$ cat config.mk
export PLATFORM = sky130hd
export DESIGN_NAME = uart_rx_axis
export DESIGN_NICKNAME = d
export VERILOG_FILES = /design/src/rtl/uart_pkg.sv /design/src/rtl/uart_bit_timer.sv /design/src/rtl/uart_rx_axis.sv
export SDC_FILE = /design/constraint.sdc
export NUM_CORES = 1
export LEC_CHECK = 0
export BUFFER_PORTS_ARGS = -buffer_cell sky130_fd_sc_hd__buf_4
export CORE_MARGIN = 8
export CORE_UTILIZATION = 30
export CTS_CLUSTER_DIAMETER = 100
export DETAILED_ROUTE_END_ITERATION = 10
export GPL_ROUTABILITY_DRIVEN = 0
export PLACE_DENSITY = 0.44
export SLEW_MARGIN = 20
export SYNTH_ARGS = -nofsm -noshare
export SYNTH_HDL_FRONTEND = slang
export SYNTH_SLANG_ARGS = --single-unit
$ cat constraint.sdc
create_clock -name clk -period 4 [get_ports clk]
set_input_delay 0.8 -clock clk [delete_from_list [all_inputs] [get_ports clk]]
set_output_delay 0.8 -clock clk [all_outputs]
set_load 0.05 [all_outputs]
$ cat src/rtl/uart_pkg.sv
// Shared definitions for the UART receive path: state encoding and bit-timing constants.
package uart_pkg;

  // Clock cycles per bit = prescale * OVERSAMPLE; the start bit is checked HALF_BIT*prescale in.
  localparam int OVERSAMPLE = 8;
  localparam int HALF_BIT   = 4;

  // 16-bit prescale times 8 needs 19 bits of bit-timer range.
  localparam int TIMER_W = 16 + 3;

  typedef enum logic [2:0] {
    IDLE,
    START,
    DATA,
    STOP,
    WAIT_HIGH
  } rx_state_t;

endpackage

$ cat src/rtl/uart_bit_timer.sv
// Loadable down-counter; tc is high while the count is zero, and the count parks at zero.
module uart_bit_timer
  import uart_pkg::*;
#(
  parameter int W = TIMER_W
) (
  input  logic         clk,
  input  logic         rst,
  input  logic         load,
  input  logic [W-1:0] load_val,
  output logic         tc
);

  logic [W-1:0] count;

  // Count down towards zero; a load restarts the interval.
  always_ff @(posedge clk) begin
    if (rst) begin
      count <= '0;
    end else if (load) begin
      count <= load_val;
    end else if (count != '0) begin
      count <= count - W'(1);
    end
  end

  assign tc = (count == '0);

endmodule

$ cat src/rtl/uart_rx_axis.sv
// UART receiver (1 start, DATA_WIDTH data LSB first, 1 stop) delivering words on an AXI4-Stream master.
module uart_rx_axis
  import uart_pkg::*;
#(
  parameter int DATA_WIDTH = 8
) (
  input  logic                  clk,
  input  logic                  rst,
  input  logic                  rxd,
  input  logic [15:0]           prescale,
  output logic [DATA_WIDTH-1:0] m_axis_tdata,
  output logic                  m_axis_tvalid,
  input  logic                  m_axis_tready,
  output logic                  rx_busy,
  output logic                  rx_overrun_error,
  output logic                  rx_frame_error
);

  localparam logic [3:0] LAST_IDX = 4'(DATA_WIDTH - 1);

  rx_state_t             state;
  rx_state_t             state_nxt;
  logic                  rxd_reg;
  logic [15:0]           prescale_lat;
  logic [15:0]           p_eff;
  logic [3:0]            bit_idx;
  logic [DATA_WIDTH-1:0] shreg;
  logic                  tmr_load;
  logic [TIMER_W-1:0]    tmr_val;
  logic [TIMER_W-1:0]    half_reload;
  logic [TIMER_W-1:0]    bit_reload;
  logic                  tc;
  logic                  latch_pre;
  logic                  shift_en;
  logic                  deliver;
  logic                  ferr_evt;

  // A prescale of zero behaves as one.
  assign p_eff       = (prescale == 16'd0) ? 16'd1 : prescale;
  // The timer reaches zero load_val cycles after the load, so reload with interval - 1.
  assign half_reload = TIMER_W'({p_eff, 2'b00}) - TIMER_W'(1);
  assign bit_reload  = TIMER_W'({prescale_lat, 3'b000}) - TIMER_W'(1);

  uart_bit_timer #(.W(TIMER_W)) u_timer (
    .clk      (clk),
    .rst      (rst),
    .load     (tmr_load),
    .load_val (tmr_val),
    .tc       (tc)
  );

  // State register and single-stage input synchroniser.
  always_ff @(posedge clk) begin
    if (rst) begin
      state   <= IDLE;
      rxd_reg <= 1'b1;
    end else begin
      state   <= state_nxt;
      rxd_reg <= rxd;
    end
  end

  // Next-state logic and per-cycle strobes for the timer, shifter and output register.
  always_comb begin
    state_nxt = state;
    tmr_load  = 1'b0;
    tmr_val   = bit_reload;
    latch_pre = 1'b0;
    shift_en  = 1'b0;
    deliver   = 1'b0;
    ferr_evt  = 1'b0;
    case (state)
      IDLE: begin
        if (!rxd_reg) begin
          state_nxt = START;
          tmr_load  = 1'b1;
          tmr_val   = half_reload;
          latch_pre = 1'b1;
        end
      end
      START: begin
        if (tc) begin
          if (!rxd_reg) begin
            state_nxt = DATA;
            tmr_load  = 1'b1;
          end else begin
            state_nxt = IDLE;
          end
        end
      end
      DATA: begin
        if (tc) begin
          shift_en = 1'b1;
          tmr_load = 1'b1;
          if (bit_idx == LAST_IDX) begin
            state_nxt = STOP;
          end
        end
      end
      STOP: begin
        if (tc) begin
          if (rxd_reg) begin
            deliver   = 1'b1;
            state_nxt = IDLE;
          end else begin
            ferr_evt  = 1'b1;
            state_nxt = WAIT_HIGH;
          end
        end
      end
      WAIT_HIGH: begin
        if (rxd_reg) begin
          state_nxt = IDLE;
        end
      end
      default: state_nxt = IDLE;
    endcase
  end

  // Frame bookkeeping: prescale snapshot and data-bit index.
  always_ff @(posedge clk) begin
    if (rst) begin
      prescale_lat <= 16'd0;
      bit_idx      <= 4'd0;
    end else begin
      if (latch_pre) begin
        prescale_lat <= p_eff;
      end
      if (shift_en) begin
        bit_idx <= bit_idx + 4'd1;
      end else if (state != DATA) begin
        bit_idx <= 4'd0;
      end
    end
  end

  // Data bits arrive LSB first, so shift in from the top.
  always_ff @(posedge clk) begin
    if (shift_en) begin
      shreg <= {rxd_reg, shreg[DATA_WIDTH-1:1]};
    end
  end

  // AXI-Stream output register with overrun and frame-error pulses.
  always_ff @(posedge clk) begin
    if (rst) begin
      m_axis_tdata     <= '0;
      m_axis_tvalid    <= 1'b0;
      rx_overrun_error <= 1'b0;
      rx_frame_error   <= 1'b0;
    end else begin
      rx_overrun_error <= 1'b0;
      rx_frame_error   <= ferr_evt;
      if (deliver) begin
        m_axis_tdata     <= shreg;
        m_axis_tvalid    <= 1'b1;
        rx_overrun_error <= m_axis_tvalid && !m_axis_tready;
      end else if (m_axis_tvalid && m_axis_tready) begin
        m_axis_tvalid <= 1'b0;
      end
    end
  end

  assign rx_busy = (state == START) || (state == DATA) || (state == STOP);

endmodule

* Yosys cells after proc, flatten, opt, wreduce, memory -nomap -nowiden
Index checks and enable logic that the tools add are counted.
** Word-level totals
- Logic and storage cells :: 70
- ROM bits :: 0
- Bits in latches :: 0
- Output and inout port bits :: 12
- Register bits :: 62
- Memories kept :: 0
- Bits in writable memories :: 0
** Operators by class
- Bitwise logic cells :: 2
- Eq/ne operators :: 12
- Divide/modulo/power cells :: 0
- Shifts and indexed selects :: 0
- Magnitude comparators :: 0
- Reduce and logical (&&, ||, !) cells :: 15
- Mux-type cells :: 27
- Multipliers :: 0
- $add $sub $neg :: 4
** Operators by type and width (number)
- 19-bit two-way mux :: 4
- 19-bit by 1-bit subtractor with 19-bit output (second input constant) :: 2
- 3-bit two-way mux :: 7
- 19-bit zero test :: 1
- 19-bit nonzero test :: 1
- 18-bit by 1-bit subtractor with 19-bit output (second input constant) :: 1
- 16-bit zero test :: 1
- 16-bit two-way mux :: 1
- 3-bit one-hot mux with 5 select lines :: 1
- 2-bit inequality test (second input constant) :: 6
- 1-bit two-way mux :: 10
- 4-bit two-way mux :: 2
- 3-bit by 2-bit == test with 1-bit output (second input constant) :: 2
- 6-bit AND reduction :: 1
- 2-bit nonzero test :: 3
- 4-bit by 1-bit adder with 4-bit output (second input constant) :: 1
- 4-bit by 3-bit == test with 1-bit output (second input constant) :: 1
- 2-bit OR reduction :: 2
- 3-bit by 1-bit == test with 1-bit output (second input constant) :: 1
- 3-bit == test (second input constant) :: 1
- 3-bit zero test :: 1
- 3-bit by 2-bit inequality test with 1-bit output (second input constant) :: 1
- 1-bit one-hot mux with 3 select lines :: 1
- 1-bit logical AND :: 2
- 4 further kinds :: 6

* Longest topological paths before layout
- Word-level depth :: 6
- Depth in mapped cells :: 11
- Depth with buffers taken out :: 11

* Cells and area by module
A second synthesis with hierarchy kept.
** Unflattened totals
- Cells, all modules :: 410
- Area total of the unflattened synthesis :: 3404.5 µm²
** By module, submodules not included
- uart_rx_axis :: cells each 272, times used 1, area an instance 2299.7 µm²
- uart_bit_timer :: cells each 138, times used 1, area an instance 1104.8 µm²

* Worst setup path after synthesis
No wires, ideal clock.
- Path kind :: flip-flop to flip-flop
- Start :: register u_timer.count[0]
- End :: register shreg[0] (enable)
- Data required time :: 3617 ps
- Buffers on the path :: 1
- Arrival time :: 2628 ps
- Stages on the path, launching flop included :: 8
- Period minus slack after synthesis :: 3011 ps
- Library setup time :: 383 ps
- Path slack :: 989 ps
- Cell sequence :: dfxtp_1 inv_1 ha_1 or4b_1 or3_1 or3_1 buf_6 nor3_1
** On the way
- Word-level cells in the longest chain between the ends :: 3
** RTL lines
- start, declared :: RTL line uart_bit_timer.sv:14 : logic [W-1:0] count;
- start signal, assigned :: RTL line uart_bit_timer.sv:21 : count <= load_val;
- start signal, assigned :: RTL line uart_bit_timer.sv:23 : count <= count - W'(1);
- 19-bit zero test :: RTL line uart_bit_timer.sv:27 : assign tc = (count == '0);
- 1-bit two-way mux :: RTL line uart_rx_axis.sv:92 : if (tc) begin
- 1-bit two-way mux :: RTL line uart_rx_axis.sv:72 : case (state)
- net shift_en :: RTL line uart_rx_axis.sv:34 : logic shift_en;
- end signal, assigned :: RTL line uart_rx_axis.sv:140 : shreg <= {rxd_reg, shreg[DATA_WIDTH-1:1]};
- end, declared :: RTL line uart_rx_axis.sv:27 : logic [DATA_WIDTH-1:0] shreg;
The timed path passes the listed nets, and every way through them passes these cells.
A chain may end at the register's enable or synchronous reset.

* Worst setup path in the final report
- Start :: input prescale[8]
- End :: register u_timer.count[12]
** On the way
- Word-level cells in the longest chain between the ends :: 6
** RTL lines
- start, declared :: RTL line uart_rx_axis.sv:10 : input logic [15:0] prescale,
- 16-bit zero test :: RTL line uart_rx_axis.sv:39 : assign p_eff = (prescale == 16'd0) ? 16'd1 : prescale;
- 16-bit two-way mux * :: RTL line uart_rx_axis.sv:39
- 18-bit by 1-bit subtractor with 19-bit output * :: RTL line uart_rx_axis.sv:41 : assign half_reload = TIMER_W'({p_eff, 2'b00}) - TIMER_W'(1);
- 19-bit two-way mux * :: RTL line uart_rx_axis.sv:74 : if (!rxd_reg) begin
- 19-bit two-way mux * :: RTL line uart_rx_axis.sv:72
- 19-bit two-way mux * :: RTL line uart_bit_timer.sv:20 : end else if (load) begin
Every way passes the cells marked *; elsewhere a longest branch is shown, timed or not.

==> flow_summary.json <==
{
  "largest_register": "u_timer.count",
  "async_flop_share": 0,
  "numPortBuffers": 31,
  "die_h_um": 119.8,
  "synthCells": 386,
  "rows": 38,
  "largestRegisters": "u_timer.count (19), prescale_lat (16)",
  "drtIter0Drc": 128,
  "diodes": 0,
  "skew_ns": 0.009972,
  "track_usage": 0.1246,
  "yosysSeqAreaShare": 0.4087,
  "crit_fanout": 5,
  "min_from": "shreg[5]",
  "drc_errors": 0,
  "worstSetupPathType": "in -> reg",
  "cp-end-kind": "register",
  "timing.rr.start": "u_timer.count[0]",
  "clk_pin_slew_ns": 0.08,
  "grt_pass1_vias": 2805,
  "worst_pin_slew_ns": 0.8747,
  "max_freq_mhz": 317.2,
  "most-common-layout-cells": "nand2_1 (62), dfxtp_1 (54), nor2_1 (41)",
  "yosys_warnings": 0,
  "rsz0062_at_grt": "no",
  "start_kind": "input port",
  "first_pass_iters": 4,
  "viasPerCell": 4.953,
  "setup_viol": 0,
  "p_leak_nw": 1.488,
  "setup_tns_ns": 0,
  "final_util": 0.3550,
  "synth_seq_cells": 62,
  "place_hpwl_um": 6006,
  "cellPowerDensity_nw_per_um2": 464.0,
  "overflow": 0,
  "fin_hold_ws_ns": 0.4570,
  "ios": 32,
  "core-area_sq_um": 10700,
  "clock_latency_ns": 0.36,
  "multi_input_area_sq_um": 1810,
  "seqCellArea_sq_um": 1321,
  "final_max_slew_viol_count": 0,
  "antenna_found_initial": 0,
  "cts_sinks": 62,
  "final_cells": 559,
  "die_area_sq_um": 14350,
  "power_w": 0.001762,
  "max_cap_violations": 0,
  "hold_violations": 0,
  "cts_tree": "yes",
  "fin_nets": 438,
  "grt_max_degree": 41,
  "clk_path_buf_depth": 2,
  "status": "finished, final reports clean",
  "ctsHoldBuffers": 0,
  "grt_pass1_wl_um": 14220,
  "cts_made_buffers": 9,
  "syn_nets": 410,
  "dp.cells": 543,
  "min_period_ns": 3.152,
  "synth_flop_cell": "dfxtp_1",
  "detail-route-antenna-nets": 0,
  "via_count": 2769,
  "yosys-top-cells-area": "dfxtp_1 (33%), edfxtp_1 (7.4%), nand2_1 (7.2%)",
  "fillers": 1128,
  "cts_resized": 0,
  "netlist-cell-type-count": 50,
  "synth-edff-count": 8,
  "netlist.area_leader.share": 0.3344,
  "syn_to_final_growth_pct": 17.45,
  "slew_headroom": 0.4115,
  "peakVddDrop_v": 0.0002112,
  "cts-root-buf": "clkbuf_8",
  "startpoint": "prescale[8]",
  "start_util": 0.3022,
  "drive_above_1_share": 0.1456,
  "hold_class": "reg -> reg",
  "final_common_cell": "nand2_1",
  "avgSynthCellArea_sq_um": 8.376,
  "synth.largest_area_cell": "dfxtp_1",
  "h-tree-depth": 3,
  "critical_path_required_ns": 4.29,
  "worstPathArrival_ns": 3.44,
  "finalWirelength_um": 8548,
  "synthesis.area_sq_um": 3233,
  "period_share": 0.7880,
  "fp.dieW_um": 119.8,
  "wl_per_cell_um": 15.29,
  "largest_reg_flops": 19,
  "postCtsSetupBuffers": 0
}
==> critical path, stage by stage <==
cell and delay [ns]:
buf_4 0.13, nor3_1 0.42, nand2_1 0.16, nor3_1 0.40
a31oi_1 0.25, ha_1 0.29, nor3b_1 0.18, and2_1 0.21
nand3b_1 0.11, xor2_1 0.07, a211o_1 0.28, a21oi_1 0.14
==> kinds of logic after synthesis <==
kind of cell,count (synthesis),share of synthesized area
compound gates,71,0.1401
xor+xnor,36,0.09752
fa+ha+maj,4,0.01548
buf+inv,24,0.03289
flops,62,0.4087
mux,12,0.03715
simple gates,177,0.2682
==> final cells by class <==
type | instances | area share
Multi-Input combinational cell | 300 | 0.4768
Sequential cell | 62 | 0.3479
Timing Repair Buffer | 35 | 0.06919
Tap cell | 140 | 0.04613
Clock buffer | 9 | 0.03262
Clock inverter | 7 | 0.02142
Inverter | 6 | 0.005931
==> stage by stage <==
step	cell area, sq um	worst slack (ns)
finish	3797	0.8479
global route	3797	0.4848
CTS	3797	0.8690
detailed placement	3592	0.4897
global placement	3592	0.5680
floorplan	3233	0.9890
==> cells in the mapped netlist, drive strengths merged, types with 4 or more instances <==
library cell / instances
a211oi: 13
nand3: 5
edfxtp: 8
o31ai: 4
nor3: 17
a21oi: 32
or4: 9
or3: 6
inv: 6
nor2: 42
dfxtp: 54
mux2i: 12
xor2: 20
clkbuf: 15
nand2: 62
nand2b: 5
o21ai: 4
xnor2: 16
ha: 4
nor4: 13
==> power by group <==
| group | total, W | leakage, nW | internal [W] | switching, W |
|---|---|---|---|---|
| registers | 0.000747 | 0.513 | 0.000687 | 0.0000603 |
| logic | 0.000436 | 0.875 | 0.000196 | 0.000240 |
| clock network | 0.000579 | 0.100 | 0.000295 | 0.000284 |
| total | 0.00176 | 1.49 | 0.00118 | 0.000585 |
==> final timing paths <==
path                  endpoint  cells past startpoint  slack [ns]
max reg2reg  u_timer.count[15]                      8        0.94
min reg2reg           shreg[4]                      0        0.46
max          u_timer.count[12]                     12        0.85
min                   shreg[4]                      0        0.46
==> metal layers <==
| layer | up-vias | GRT usage | share of wire |
|---|---|---|---|
| li1 | 1429 | - | - |
| met1 | 1282 | 0.1616 | 0.50 |
| met2 | 48 | 0.1890 | 0.44 |
| met3 | 10 | 0.04086 | 0.047 |
| met4 | 0 | 0.04528 | 0.012 |
| met5 | - | 0 | 0 |
No activity file was read; power rests on OpenSTA's default activity.
